===== src/rtl/instr_pkg.sv =====
// Shared types and constants for the RV32I instruction encoder: formats, FSM states,
// opcodes and the packed request record handed to the field packer.
package instr_pkg;

  typedef enum logic [2:0] {
    FmtR = 3'd0,
    FmtI = 3'd1,
    FmtS = 3'd2,
    FmtB = 3'd3,
    FmtU = 3'd4,
    FmtJ = 3'd5
  } fmt_e;

  typedef enum logic [1:0] {
    StIdle   = 2'd0,
    StAccept = 2'd1,
    StWrite  = 2'd2,
    StDone   = 2'd3
  } state_e;

  localparam logic [6:0] OpcLoad   = 7'b0000011;
  localparam logic [6:0] OpcStore  = 7'b0100011;
  localparam logic [6:0] OpcOp     = 7'b0110011;
  localparam logic [6:0] OpcBranch = 7'b1100011;
  localparam logic [6:0] OpcOpImm  = 7'b0010011;
  localparam logic [6:0] OpcAuipc  = 7'b0010111;
  localparam logic [6:0] OpcLui    = 7'b0110111;
  localparam logic [6:0] OpcJal    = 7'b1101111;
  localparam logic [6:0] OpcJalr   = 7'b1100111;

  typedef struct packed {
    logic [2:0]  fmt;
    logic [6:0]  opcode;
    logic [2:0]  funct3;
    logic [6:0]  funct7;
    logic [4:0]  rd;
    logic [4:0]  rs1;
    logic [4:0]  rs2;
    logic [31:0] imm;
  } req_t;

  // True when v survives truncation to the low 'bits' bits and sign-extension back.
  function automatic logic fits_signed(logic [31:0] v, int unsigned bits);
    logic [31:0] ext;
    ext = $unsigned($signed(v << (32 - bits)) >>> (32 - bits));
    return ext == v;
  endfunction

endpackage


===== src/rtl/instr_encoder_if.sv =====
// Request, memory-write and status bundle of the instruction encoder.
interface instr_encoder_if;

  logic        start;
  logic [31:0] base_addr;

  logic        req_valid;
  logic        req_ready;
  logic [2:0]  req_fmt;
  logic [6:0]  req_opcode;
  logic [2:0]  req_funct3;
  logic [6:0]  req_funct7;
  logic [4:0]  req_rd;
  logic [4:0]  req_rs1;
  logic [4:0]  req_rs2;
  logic [31:0] req_imm;
  logic        req_last;

  logic        mem_we;
  logic [31:0] mem_addr;
  logic [31:0] mem_wdata;

  logic        busy;
  logic        done;
  logic        err;
  logic [15:0] word_count;

  modport master (
    output start, base_addr,
    output req_valid, req_fmt, req_opcode, req_funct3, req_funct7,
    output req_rd, req_rs1, req_rs2, req_imm, req_last,
    input  req_ready, mem_we, mem_addr, mem_wdata, busy, done, err, word_count
  );

  modport slave (
    input  start, base_addr,
    input  req_valid, req_fmt, req_opcode, req_funct3, req_funct7,
    input  req_rd, req_rs1, req_rs2, req_imm, req_last,
    output req_ready, mem_we, mem_addr, mem_wdata, busy, done, err, word_count
  );

endinterface


===== src/rtl/imm_packer.sv =====
// Combinational RV32I field packer: places fields per format and flags immediates
// that are out of range, misaligned, or belong to an undefined format.
module imm_packer
  import instr_pkg::*;
(
  input  req_t        req_i,
  output logic [31:0] word_o,
  output logic        valid_o
);

  logic [31:0] imm;
  assign imm = req_i.imm;

  always_comb begin
    word_o  = '0;
    valid_o = 1'b0;
    case (req_i.fmt)
      FmtR: begin
        word_o  = {req_i.funct7, req_i.rs2, req_i.rs1, req_i.funct3, req_i.rd, req_i.opcode};
        valid_o = 1'b1;
      end
      FmtI: begin
        word_o  = {imm[11:0], req_i.rs1, req_i.funct3, req_i.rd, req_i.opcode};
        valid_o = fits_signed(imm, 12);
      end
      FmtS: begin
        word_o  = {imm[11:5], req_i.rs2, req_i.rs1, req_i.funct3, imm[4:0], req_i.opcode};
        valid_o = fits_signed(imm, 12);
      end
      FmtB: begin
        word_o  = {imm[12], imm[10:5], req_i.rs2, req_i.rs1, req_i.funct3,
                   imm[4:1], imm[11], req_i.opcode};
        valid_o = fits_signed(imm, 13) && !imm[0];
      end
      FmtU: begin
        word_o  = {imm[31:12], req_i.rd, req_i.opcode};
        valid_o = (imm[11:0] == 12'h000);
      end
      FmtJ: begin
        word_o  = {imm[20], imm[10:1], imm[11], imm[19:12], req_i.rd, req_i.opcode};
        valid_o = fits_signed(imm, 21) && !imm[0];
      end
      default: begin
        word_o  = '0;
        valid_o = 1'b0;
      end
    endcase
  end

endmodule


===== src/rtl/instr_encoder.sv =====
// Session-based instruction loader: accepts encode requests, packs them into RV32I words
// and writes each valid word to consecutive instruction-memory addresses.
module instr_encoder
  import instr_pkg::*;
(
  input  logic            clk,
  input  logic            rst,
  instr_encoder_if.slave  bus_io
);

  state_e      state_q, state_d;
  logic [31:0] addr_q, addr_d;
  logic [31:0] word_q, word_d;
  logic [15:0] count_q, count_d;
  logic        err_q, err_d;
  logic        last_q, last_d;
  logic        valid_q, valid_d;

  req_t        req;
  logic [31:0] packed_word;
  logic        packed_valid;
  logic        xfer;

  assign req = '{
    fmt:    bus_io.req_fmt,
    opcode: bus_io.req_opcode,
    funct3: bus_io.req_funct3,
    funct7: bus_io.req_funct7,
    rd:     bus_io.req_rd,
    rs1:    bus_io.req_rs1,
    rs2:    bus_io.req_rs2,
    imm:    bus_io.req_imm
  };

  imm_packer u_imm_packer (
    .req_i   (req),
    .word_o  (packed_word),
    .valid_o (packed_valid)
  );

  assign xfer = (state_q == StAccept) && bus_io.req_valid;

  always_ff @(posedge clk or posedge rst) begin
    if (rst) begin
      state_q <= StIdle;
      addr_q  <= '0;
      word_q  <= '0;
      count_q <= '0;
      err_q   <= 1'b0;
      last_q  <= 1'b0;
      valid_q <= 1'b0;
    end else begin
      state_q <= state_d;
      addr_q  <= addr_d;
      word_q  <= word_d;
      count_q <= count_d;
      err_q   <= err_d;
      last_q  <= last_d;
      valid_q <= valid_d;
    end
  end

  always_comb begin
    state_d = state_q;
    case (state_q)
      StIdle:   if (bus_io.start) state_d = StAccept;
      StAccept: if (xfer) state_d = StWrite;
      StWrite:  state_d = last_q ? StDone : StAccept;
      StDone:   state_d = StIdle;
      default:  state_d = StIdle;
    endcase
  end

  always_comb begin
    addr_d  = addr_q;
    word_d  = word_q;
    count_d = count_q;
    err_d   = err_q;
    last_d  = last_q;
    valid_d = valid_q;
    if (state_q == StIdle && bus_io.start) begin
      addr_d  = bus_io.base_addr;
      count_d = '0;
      err_d   = 1'b0;
    end
    if (xfer) begin
      word_d  = packed_word;
      last_d  = bus_io.req_last;
      valid_d = packed_valid;
    end
    // Invalid words leave address and count alone but still flow through WRITE.
    if (state_q == StWrite) begin
      if (valid_q) begin
        addr_d = addr_q + 32'd4;
        if (count_q != 16'hFFFF) count_d = count_q + 16'd1;
      end else begin
        err_d = 1'b1;
      end
    end
  end

  always_comb begin
    bus_io.req_ready  = (state_q == StAccept);
    bus_io.mem_we     = (state_q == StWrite) && valid_q;
    bus_io.mem_addr   = addr_q;
    bus_io.mem_wdata  = word_q;
    bus_io.busy       = (state_q != StIdle);
    bus_io.done       = (state_q == StDone);
    bus_io.err        = err_q;
    bus_io.word_count = count_q;
  end

endmodule


===== src/flat_wrapper.sv =====
// flat-port wrapper written by rule: the top's interface ports become plain ports
module instr_encoder_flat import instr_pkg::*;
  (clk, rst, bus_io_start, bus_io_base_addr, bus_io_req_valid, bus_io_req_fmt, bus_io_req_opcode, bus_io_req_funct3, bus_io_req_funct7, bus_io_req_rd, bus_io_req_rs1, bus_io_req_rs2, bus_io_req_imm, bus_io_req_last, bus_io_req_ready, bus_io_mem_we, bus_io_mem_addr, bus_io_mem_wdata, bus_io_busy, bus_io_done, bus_io_err, bus_io_word_count);
  instr_encoder_if bus_io_i ();
  input  logic clk;
  input  logic rst;
  input wire logic [$bits(bus_io_i.start)-1:0] bus_io_start;
  input wire logic [$bits(bus_io_i.base_addr)-1:0] bus_io_base_addr;
  input wire logic [$bits(bus_io_i.req_valid)-1:0] bus_io_req_valid;
  input wire logic [$bits(bus_io_i.req_fmt)-1:0] bus_io_req_fmt;
  input wire logic [$bits(bus_io_i.req_opcode)-1:0] bus_io_req_opcode;
  input wire logic [$bits(bus_io_i.req_funct3)-1:0] bus_io_req_funct3;
  input wire logic [$bits(bus_io_i.req_funct7)-1:0] bus_io_req_funct7;
  input wire logic [$bits(bus_io_i.req_rd)-1:0] bus_io_req_rd;
  input wire logic [$bits(bus_io_i.req_rs1)-1:0] bus_io_req_rs1;
  input wire logic [$bits(bus_io_i.req_rs2)-1:0] bus_io_req_rs2;
  input wire logic [$bits(bus_io_i.req_imm)-1:0] bus_io_req_imm;
  input wire logic [$bits(bus_io_i.req_last)-1:0] bus_io_req_last;
  output wire logic [$bits(bus_io_i.req_ready)-1:0] bus_io_req_ready;
  output wire logic [$bits(bus_io_i.mem_we)-1:0] bus_io_mem_we;
  output wire logic [$bits(bus_io_i.mem_addr)-1:0] bus_io_mem_addr;
  output wire logic [$bits(bus_io_i.mem_wdata)-1:0] bus_io_mem_wdata;
  output wire logic [$bits(bus_io_i.busy)-1:0] bus_io_busy;
  output wire logic [$bits(bus_io_i.done)-1:0] bus_io_done;
  output wire logic [$bits(bus_io_i.err)-1:0] bus_io_err;
  output wire logic [$bits(bus_io_i.word_count)-1:0] bus_io_word_count;
  assign bus_io_i.start = bus_io_start;
  assign bus_io_i.base_addr = bus_io_base_addr;
  assign bus_io_i.req_valid = bus_io_req_valid;
  assign bus_io_i.req_fmt = bus_io_req_fmt;
  assign bus_io_i.req_opcode = bus_io_req_opcode;
  assign bus_io_i.req_funct3 = bus_io_req_funct3;
  assign bus_io_i.req_funct7 = bus_io_req_funct7;
  assign bus_io_i.req_rd = bus_io_req_rd;
  assign bus_io_i.req_rs1 = bus_io_req_rs1;
  assign bus_io_i.req_rs2 = bus_io_req_rs2;
  assign bus_io_i.req_imm = bus_io_req_imm;
  assign bus_io_i.req_last = bus_io_req_last;
  assign bus_io_req_ready = bus_io_i.req_ready;
  assign bus_io_mem_we = bus_io_i.mem_we;
  assign bus_io_mem_addr = bus_io_i.mem_addr;
  assign bus_io_mem_wdata = bus_io_i.mem_wdata;
  assign bus_io_busy = bus_io_i.busy;
  assign bus_io_done = bus_io_i.done;
  assign bus_io_err = bus_io_i.err;
  assign bus_io_word_count = bus_io_i.word_count;
  instr_encoder u_core (.clk(clk), .rst(rst), .bus_io(bus_io_i));
endmodule

===== config.mk =====
export PLATFORM = sky130hd
export DESIGN_NAME = instr_encoder_flat
export DESIGN_NICKNAME = d
export VERILOG_FILES = /design/src/rtl/instr_pkg.sv /design/src/rtl/instr_encoder_if.sv /design/src/rtl/imm_packer.sv /design/src/rtl/instr_encoder.sv /design/src/flat_wrapper.sv
export SDC_FILE = /design/constraint.sdc
export NUM_CORES = 1
export LEC_CHECK = 0
export ABC_AREA = 1
export BUFFER_PORTS_ARGS = -buffer_cell sky130_fd_sc_hd__buf_2
export CAP_MARGIN = 40
export CORE_ASPECT_RATIO = 0.75
export CORE_MARGIN = 5
export CORE_UTILIZATION = 31
export CTS_CLUSTER_DIAMETER = 50
export CTS_CLUSTER_SIZE = 10
export DETAILED_ROUTE_END_ITERATION = 7
export HOLD_SLACK_MARGIN = 0.06
export PLACE_DENSITY = 0.61
export SLEW_MARGIN = 20
export SYNTH_ARGS = -nofsm -noshare
export SYNTH_HDL_FRONTEND = slang
export SYNTH_HIERARCHICAL = 1
export SYNTH_SLANG_ARGS = --single-unit

===== constraint.sdc =====
create_clock -name clk -period 4.8 [get_ports clk]
set_input_delay 0.24 -clock clk [delete_from_list [all_inputs] [get_ports clk]]
set_output_delay 0.24 -clock clk [all_outputs]
set_load 0.05 [all_outputs]

==> key figures, run 1 <==
Setup path
  • Crit Path Class: register to primary output
  • Worst setup EP type: primary output
  • Crit path launch type: register
  • Reg2reg end: u_core/bus_io.mem_addr[29]$_DFF_PP0_
  • CP max FO: between 40 and 50
  • CP required: around 4.6 ns
  • Worst r2r src: u_core/bus_io.mem_addr[4]$_DFF_PP0_
  • CP arrival: 2.02 ns
  • R2r setup slk: 2.88 ns
  • Crit path from: u_core/state_q[1]$_DFFE_PP0P_
  • Reg2Reg Depth: 9

Route
  • Via Count: between 6000 and 7000
  • Vias per inst: 4.83
  • WL per Instance: roughly 15 um
  • 1st-iter DRT viols: between 400 and 500
  • DR DRC count: 0
  • Post-route ant nets: 0
  • Pre-Repair DR Iteration Count: 5
  • Post-Route WL: ~19000 um

Floorplanning
  • Height of the die: roughly 130 um
  • I/O Pins: 189
  • Num rows: 42
  • Die Width: ~170 um
  • Die area: 21100 sq um
  • Starting Density: 31.8%
  • Core region area: ~18000 sq um

Clocking
  • Cts bufs inserted: 9
  • Setup Fix Bufs, Post-CTS: 0
  • H-tree depth: 3
  • Post-CTS sizing: 0
  • CTS tree: done
  • Max Root-Sink Buffers: 2
  • CTS Hold Bufs: 1
  • Worst-Skew Late Latency: between 0.3 and 0.4 ns
  • Clock Tree Root: clkbuf_16
  • Num Clock Sinks: between 80 and 90
  • Worst-path clk slew: roughly 0.060 ns

Cells and area
  • NumNets Final: approximately 1100
  • Area of the multi-input gates: ~3000 sq um
  • Register area: 2130 sq um
  • N_diodes: 0
  • Layout cells sized above 1: a little over a quarter
  • Non-Filler Instances: 1249
  • Area Overhead vs Synth: 26.0%
  • Fillers: 1899

Worst hold path
  • Hold Path Sink: u_core/bus_io.mem_addr[0]$_DFFE_PP0N_
  • WHS Path Cells: 3
  • Critical hold path startpoint: bus_io_base_addr[0]
  • Hold WC Path Type: primary input to register

Status
  • Status: complete, no violations

Synth
  • Synth warn: 6
  • Synthesized area per cell: about 7 sq um
  • Share of the yosys chip area belonging to registers: a little under two fifths
  • Area of the mapped netlist: approximately 5700 sq um
  • Post-synthesis cell count: 823
  • Netlist cell types: 37
  • Syn nets: around 930
  • #FFs+latches synth: 85
  • Top post-synthesis cells by area: dfrtp_1 38%, nand2_1 15%, nor2_1 8.0%
  • Synth top area share: between 30% and 40%
  • Area leader, netlist: dfrtp_1

STA
  • Final Hold Fails: 0
  • Final setup viols: 0
  • Relative slew slack: roughly 47%
  • Final cycle utilization of the critical path: a little under half
  • Tmin final: approximately 2.3 ns
  • RSZ-0062 raised after global routing: no
  • FMAX: ~440 MHz
  • Setup TNS Final: 0 ns
  • Worst slew pin tran: between 0.7 and 0.8 ns
  • Final Skew: roughly 0.011 ns
  • Max Slew Vio Count: 0

GRT
  • Total global-route track usage: between 10% and 20%
  • Global-route wire length before repair: about 31000 um
  • Initial antenna violation count: 2
  • Vias in the first global route: 5894
  • GRT overflow: 0
  • Largest net degree at the start of global routing: 54

Placement
  • Placed cells: ~1200
  • Final Wtd Congestion: 0.894
  • HPWL after DPL: between 10000 and 15000 um
  • # port buffers: between 150 and 200

Power and ir drop
  • PD cells: 610 nW/um^2
  • Tot Pwr: 4.35 mW
  • Maximum VDD drop: 0.348 mV
  • Static leakage: ~3.8 nW

Run
  • Max-Cap Viols: 0
-- cells in the mapped netlist (all sizes together) --
library cell and instances:
a211oi 3, a21o 1, a21oi 29, a31o 2, buf 19, clkbuf 6
dfrtp 85, ha 2, inv 100, mux2 33, nand2 238, nand3 67
nand3b 1, nand4 11, nor2 128, nor3 1, nor4 1, o211ai 13
o21a 1, o21ai 63, o21bai 1, o221ai 4, o22ai 4, or2 4
xnor2 2, xor2 4
-- logic make-up (layout without fill, tap and decap cells) --
| group | Yosys count | count (layout) | share of synthesized area [%] |
|---|---|---|---|
| AND/OR/NAND/NOR | 451 | 451 | 33.4 |
| buffers and inverters | 125 | 309 | 9.06 |
| AO/OA/AOI/OAI | 121 | 121 | 12.0 |
| flip-flops | 85 | 85 | 37.6 |
| multiplexers | 33 | 33 | 6.56 |
| XOR/XNOR | 6 | 6 | 0.928 |
| adder cells (fa/ha/maj) | 2 | 2 | 0.442 |
-- placed cells by master, fill, tap and decap left out, types with 2 or more instances in the layout --
master / instances
o211ai_1: 13
clkbuf_16: 9
nand2_1: 233
o221ai_1: 4
a211oi_1: 3
nor2_2: 6
or2_2: 4
nor2_1: 120
xnor2_1: 2
o21ai_0: 59
xor2_1: 4
o21ai_1: 4
mux2_2: 33
nand2_2: 3
inv_1: 96
o22ai_1: 4
buf_2: 188
nand3_1: 67
nand4_1: 11
a31o_2: 2
buf_4: 3
ha_1: 2
a21oi_1: 29
inv_6: 4
clkinv_2: 2
inv_2: 2
dfrtp_1: 85
-- stage by stage --
stage / utilization (%) / area (sq um) / worst slack, ns / hold WS (ns)
finish: 40.0 / 7130 / 2.54 / 0.0933
global route: 40.0 / 7130 / 2.39 / 0.0896
CTS: 40.0 / 7130 / 2.51 / 0.0800
detailed placement: 38.3 / 6820 / 2.90 / 0.342
global placement: 38.1 / 6790 / 2.90 / 0.338
floorplan: - / 5660 / 2.37 / 0.350
-- critical path, cell delays in order, from the launching register on --
cell     delay (ns)
dfrtp_1        0.41
inv_1          0.05
nor2_1         0.11
nand2_1        0.06
buf_4          0.24
inv_4          0.42
buf_2          0.36
-- how the worst max path moves through the flow --
stage	endpoint	slack [ns]	depth (start not counted)
final	bus_io_mem_we	2.54	6
after CTS	bus_io_mem_we	2.51	6
after detailed placement	bus_io_mem_we	2.90	6
after floorplan	u_core/bus_io.err$_DFF_PP0_	2.37	1
after global placement	bus_io_mem_we	2.90	6
after global routing	bus_io_mem_we	2.39	6
-- layout make-up --
cell class                      instances  area share (%)
Timing Repair Buffer                  193            14.0
Sequential cell                        85            29.8
Clock inverter                          7            1.09
Clock buffer                            9            3.16
Tap cell                              242            4.24
Multi-Input combinational cell        613            42.4
Inverter                              100            5.31
-- sequential cells by signal, summed over array words and instances, names as in the netlist --
signal,cells
u_core/bus_io.err,1
u_core/bus_io.mem_addr,32
u_core/bus_io.mem_wdata,32
u_core/bus_io.word_count,16
u_core/last_q,1
u_core/state_q,2
u_core/valid_q,1
-- where the power goes --
| group | total [mW] | internal, mW | switching [mW] |
|---|---|---|---|
| registers | 1.27 | 1.00 | 0.272 |
| logic | 2.34 | 0.608 | 1.74 |
| clock network | 0.737 | 0.410 | 0.327 |
-- routing by layer --
metal	wire length [um]	part of all wire [%]	track usage, %	vias up
met4	227	1.2	3.69	4
met5	21	0.11	0	-
met3	1700	8.9	7.01	21
li1	-	-	-	3016
met1	8850	46	24.9	2771
met2	8240	43	27.7	222
Power figures use the tool's default switching activity.
==> inputs of run 2 (changes only) <==
--- a/config.mk
+++ b/config.mk
@@ -5,7 +5,7 @@
 export SDC_FILE = /design/constraint.sdc
 export NUM_CORES = 1
 export LEC_CHECK = 0
-export ABC_AREA = 1
+export ABC_AREA = 0
 export BUFFER_PORTS_ARGS = -buffer_cell sky130_fd_sc_hd__buf_2
 export CAP_MARGIN = 40
 export CORE_ASPECT_RATIO = 0.75
@@ -15,7 +15,7 @@
 export CTS_CLUSTER_SIZE = 10
 export DETAILED_ROUTE_END_ITERATION = 7
 export HOLD_SLACK_MARGIN = 0.06
-export PLACE_DENSITY = 0.61
+export PLACE_DENSITY = 0.63
 export SLEW_MARGIN = 20
 export SYNTH_ARGS = -nofsm -noshare
 export SYNTH_HDL_FRONTEND = slang
==> constraint.sdc (replaced) <==
create_clock -name clk -period 1.9 [get_ports clk]
set_input_delay 0.095 -clock clk [delete_from_list [all_inputs] [get_ports clk]]
set_output_delay 0.095 -clock clk [all_outputs]
set_load 0.05 [all_outputs]
==> key figures, run 2 <==
Status
  • Status: complete, no violations

Cells and area
  • Layout cells sized above 1: 42.0%
  • NumNets Final: between 800 and 900
  • N_diodes: 0
  • Area Overhead vs Synth: 36.2%
  • Commonest non-fill, non-tap cell in the layout: buf_2
  • Most frequent cells in the layout: 187 x buf_2, 63 x dfrtp_1, 57 x nand2_1
  • Share of the core filled with cells: 43.5%

Setup path
  • Crit path launch type: register
  • CP Cell Sequence: nand3b_2 > clkinvlp_4 > buf_4 > buf_4 > buf_4
  • Crit Path Class: register to primary output
  • CP max stage delay: 0.44 ns
  • Crit-path slowest cell: dfrtp_1
  • CP max FO: 12
  • Reg2reg end: u_core/bus_io.mem_addr[9]$_DFF_PP0_
  • R2r setup slk: 0.13 ns
  • CP required: 1.80 ns
  • Worst r2r src: u_core/state_q[1]$_DFFE_PP0P_
  • Reg2Reg Depth: 7
  • CP arrival: 1.68 ns
  • Worst setup EP type: primary output
  • Worst path most repeated cell: buf_4

Power and ir drop
  • Int Pwr: 5.35 mW
  • Combinational Power Share: a little over half
  • PD cells: 1560 nW/um^2
  • Maximum VDD drop: about 0.81 mV
  • Switching Fraction: between 50% and 60%
  • Tot Pwr: between 10 and 15 mW
  • Static leakage: approximately 3.2 nW
  • Clk pwr share: between 10% and 20%
  • Sequential share of power: 29.8%
  • Sw Pwr: around 5.6 mW

Synth
  • Synthesized area per cell: between 9 and 10 sq um
  • Largest family of logic cells by synthesized area: simple AND/OR/NAND/NOR gates
  • Post-synthesis cell count: about 550
  • Netlist cell types: 70
  • #FFs+latches synth: 85
  • Share of the yosys chip area belonging to registers: 41.2%
  • XOR/XNOR share of the synthesized area: less than 1%
  • Syn nets: between 600 and 700
  • Top post-synthesis cells by area: dfrtp_1 41%, mux2_2 8.3%, nand2_1 4.1%
  • Post-synth EDFFs: 0
  • Area share of and/or/nand/nor cells after synthesis: approximately 25%
  • Synth Area in Compound Gates: 18.5%
  • Area leader, netlist: dfrtp_1
  • Adder-cell share of the synthesized area: 0.484%
  • Synth cell count leaders: 85 x dfrtp_1, 57 x nand2_1, 54 x nor2_1
  • Synth warn: 6
  • Post-synth ARST share: between 90% and 100%
  • Area of the mapped netlist: 5170 sq um
  • Most common cell in the netlist: dfrtp_1
  • Top FF cell, synth: dfrtp_1
  • Post-synthesis mux area share: under 10%
  • Synth top area share: between 40% and 50%

Route
  • WL per Instance: between 15 and 20 um
  • Post-Route WL: 16800 um
  • Vias per inst: approximately 5.3
  • Via Count: around 5200
  • Pre-Repair DR Iteration Count: 5
  • Post-route ant nets: 0
  • 1st-iter DRT viols: 284
  • DR DRC count: 0

STA
  • Final Skew: approximately 0.01 ns
  • RSZ-0062 raised after global routing: no
  • Worst slew pin tran: ~0.7 ns
  • Hold Slack: about 0.08 ns
  • Final cycle utilization of the critical path: between 90% and 100%
  • Worst setup margin: 0.126 ns
  • FMAX: around 560 MHz
  • Tmin final: around 1.8 ns
  • Final Hold Fails: 0
  • Relative slew slack: 53.5%
  • Setup TNS Final: 0 ns
  • Max Slew Vio Count: 0
  • Final setup viols: 0

Clocking
  • Worst-Skew Late Latency: between 0.3 and 0.4 ns
  • Max Root-Sink Buffers: 2
  • H-tree depth: 3
  • Cts bufs inserted: 9
  • CTS tree: done
  • Worst-path clk slew: 0.06 ns
  • Setup Fix Bufs, Post-CTS: 0
  • Num Clock Sinks: 85
  • Clock Tree Root: clkbuf_16

GRT
  • Initial antenna violation count: 0
  • GRT overflow: 0
  • Vias in the first global route: ~5000
  • Global-route wire length before repair: roughly 27000 um
  • Total global-route track usage: 16.9%
  • Largest net degree at the start of global routing: 86

Worst hold path
  • Hold WC Path Type: primary input to register
  • Hold Path Sink: u_core/bus_io.mem_wdata[1]$_DFFE_PP0P_
  • Critical hold path startpoint: bus_io_req_opcode[1]
  • WHS Path Cells: 3

Floorplanning
  • I/O Pins: 189
  • Die Width: approximately 160 um
  • Core region area: roughly 16000 sq um
  • Num rows: 40
  • Height of the die: 122 um
  • Starting Density: between 30% and 40%
  • Die area: around 19000 sq um

Placement
  • HPWL after DPL: ~12000 um
  • Final Wtd Congestion: 0.856
  • Place WS: about 0.11 ns
  • # port buffers: roughly 190

Run
  • Max-Cap Viols: 0
run 2: cell count changes after synthesis, sizes merged, moves of 13 or more:
cell	change
nor3	+17
a22oi	+18
o21ai	-27
a21oi	-14
inv	-84
nor2	-73
nand2	-180
nand3	-44
and2	+13
run 2: timing repair:
action	4_1_cts	5_1_grt
endpoints found under the hold margin	115	0
hold buffers	31	0
pin swaps	0	1
setup endpoints to repair	1	7
gates resized for setup	1	5
run 2: final cells by class:
class,count,area (sq um)
Clock buffer,11,243
Clock inverter,5,60.1
Fill cell,1649,9130
Inverter,16,67.6
Multi-Input combinational cell,416,2770
Sequential cell,85,2150
Tap cell,210,263
Timing Repair Buffer,246,1480
run 2: critical path: cells and delay by family, from the launching register on:
| kind | cells | cell delay [ns] |
|---|---|---|
| buffers and inverters | 4 | 0.74 |
| DFF | 1 | 0.44 |
| and+or+nand+nor | 1 | 0.15 |
run 2: cells by family (layout without fill, tap and decap cells):
family | after synthesis | after routing
AND/OR/NAND/NOR | 232 | 232
XOR/XNOR | 2 | 2
multiplexers | 41 | 41
flip-flops | 85 | 85
AO/OA/AOI/OAI | 139 | 139
adder cells (fa/ha/maj) | 2 | 2
buffers and inverters | 52 | 278
run 2: power by group through the flow:
stage                     clock network [mW]  registers [mW]  logic [mW]
final                                   1.83            3.27        5.89
after global routing                    1.96            3.39        6.24
after CTS                               1.90            3.27        5.92
after detailed placement                   0            3.28        5.85
after global placement                     0            3.27        5.83
after floorplan                            0            5.60        1.94
run 2: metal layers:
layer	share of wire, %	GRT usage [%]
met5	0	0
met4	1.5	4.69
met3	5.7	3.42
met2	47	26.9
met1	45	23.6
run 2: how the worst max path moves through the flow:
stage	to	cells after the start	startpoint
after floorplan	u_core/bus_io.mem_addr[26]$_DFF_PP0_	8	u_core/bus_io.mem_addr[2]$_DFF_PP0_
after global placement	u_core/bus_io.mem_addr[12]$_DFF_PP0_	7	u_core/bus_io.mem_addr[2]$_DFF_PP0_
after detailed placement	u_core/bus_io.mem_addr[13]$_DFF_PP0_	6	u_core/state_q[0]$_DFFE_PP0P_
after CTS	bus_io_mem_we	5	u_core/state_q[0]$_DFFE_PP0P_
after global routing	u_core/bus_io.mem_addr[29]$_DFF_PP0_	5	u_core/bus_io.mem_addr[12]$_DFF_PP0_
final	bus_io_mem_we	5	u_core/state_q[1]$_DFFE_PP0P_
run 2: through the flow:
step / instances / area (sq um)
3_3_place_gp: 942 / 6400
3_5_place_dp: 942 / 6400
5_1_grt: 989 / 7040
2_1_floorplan: 553 / 5220
6_report: 989 / 7040
4_1_cts: 989 / 7020
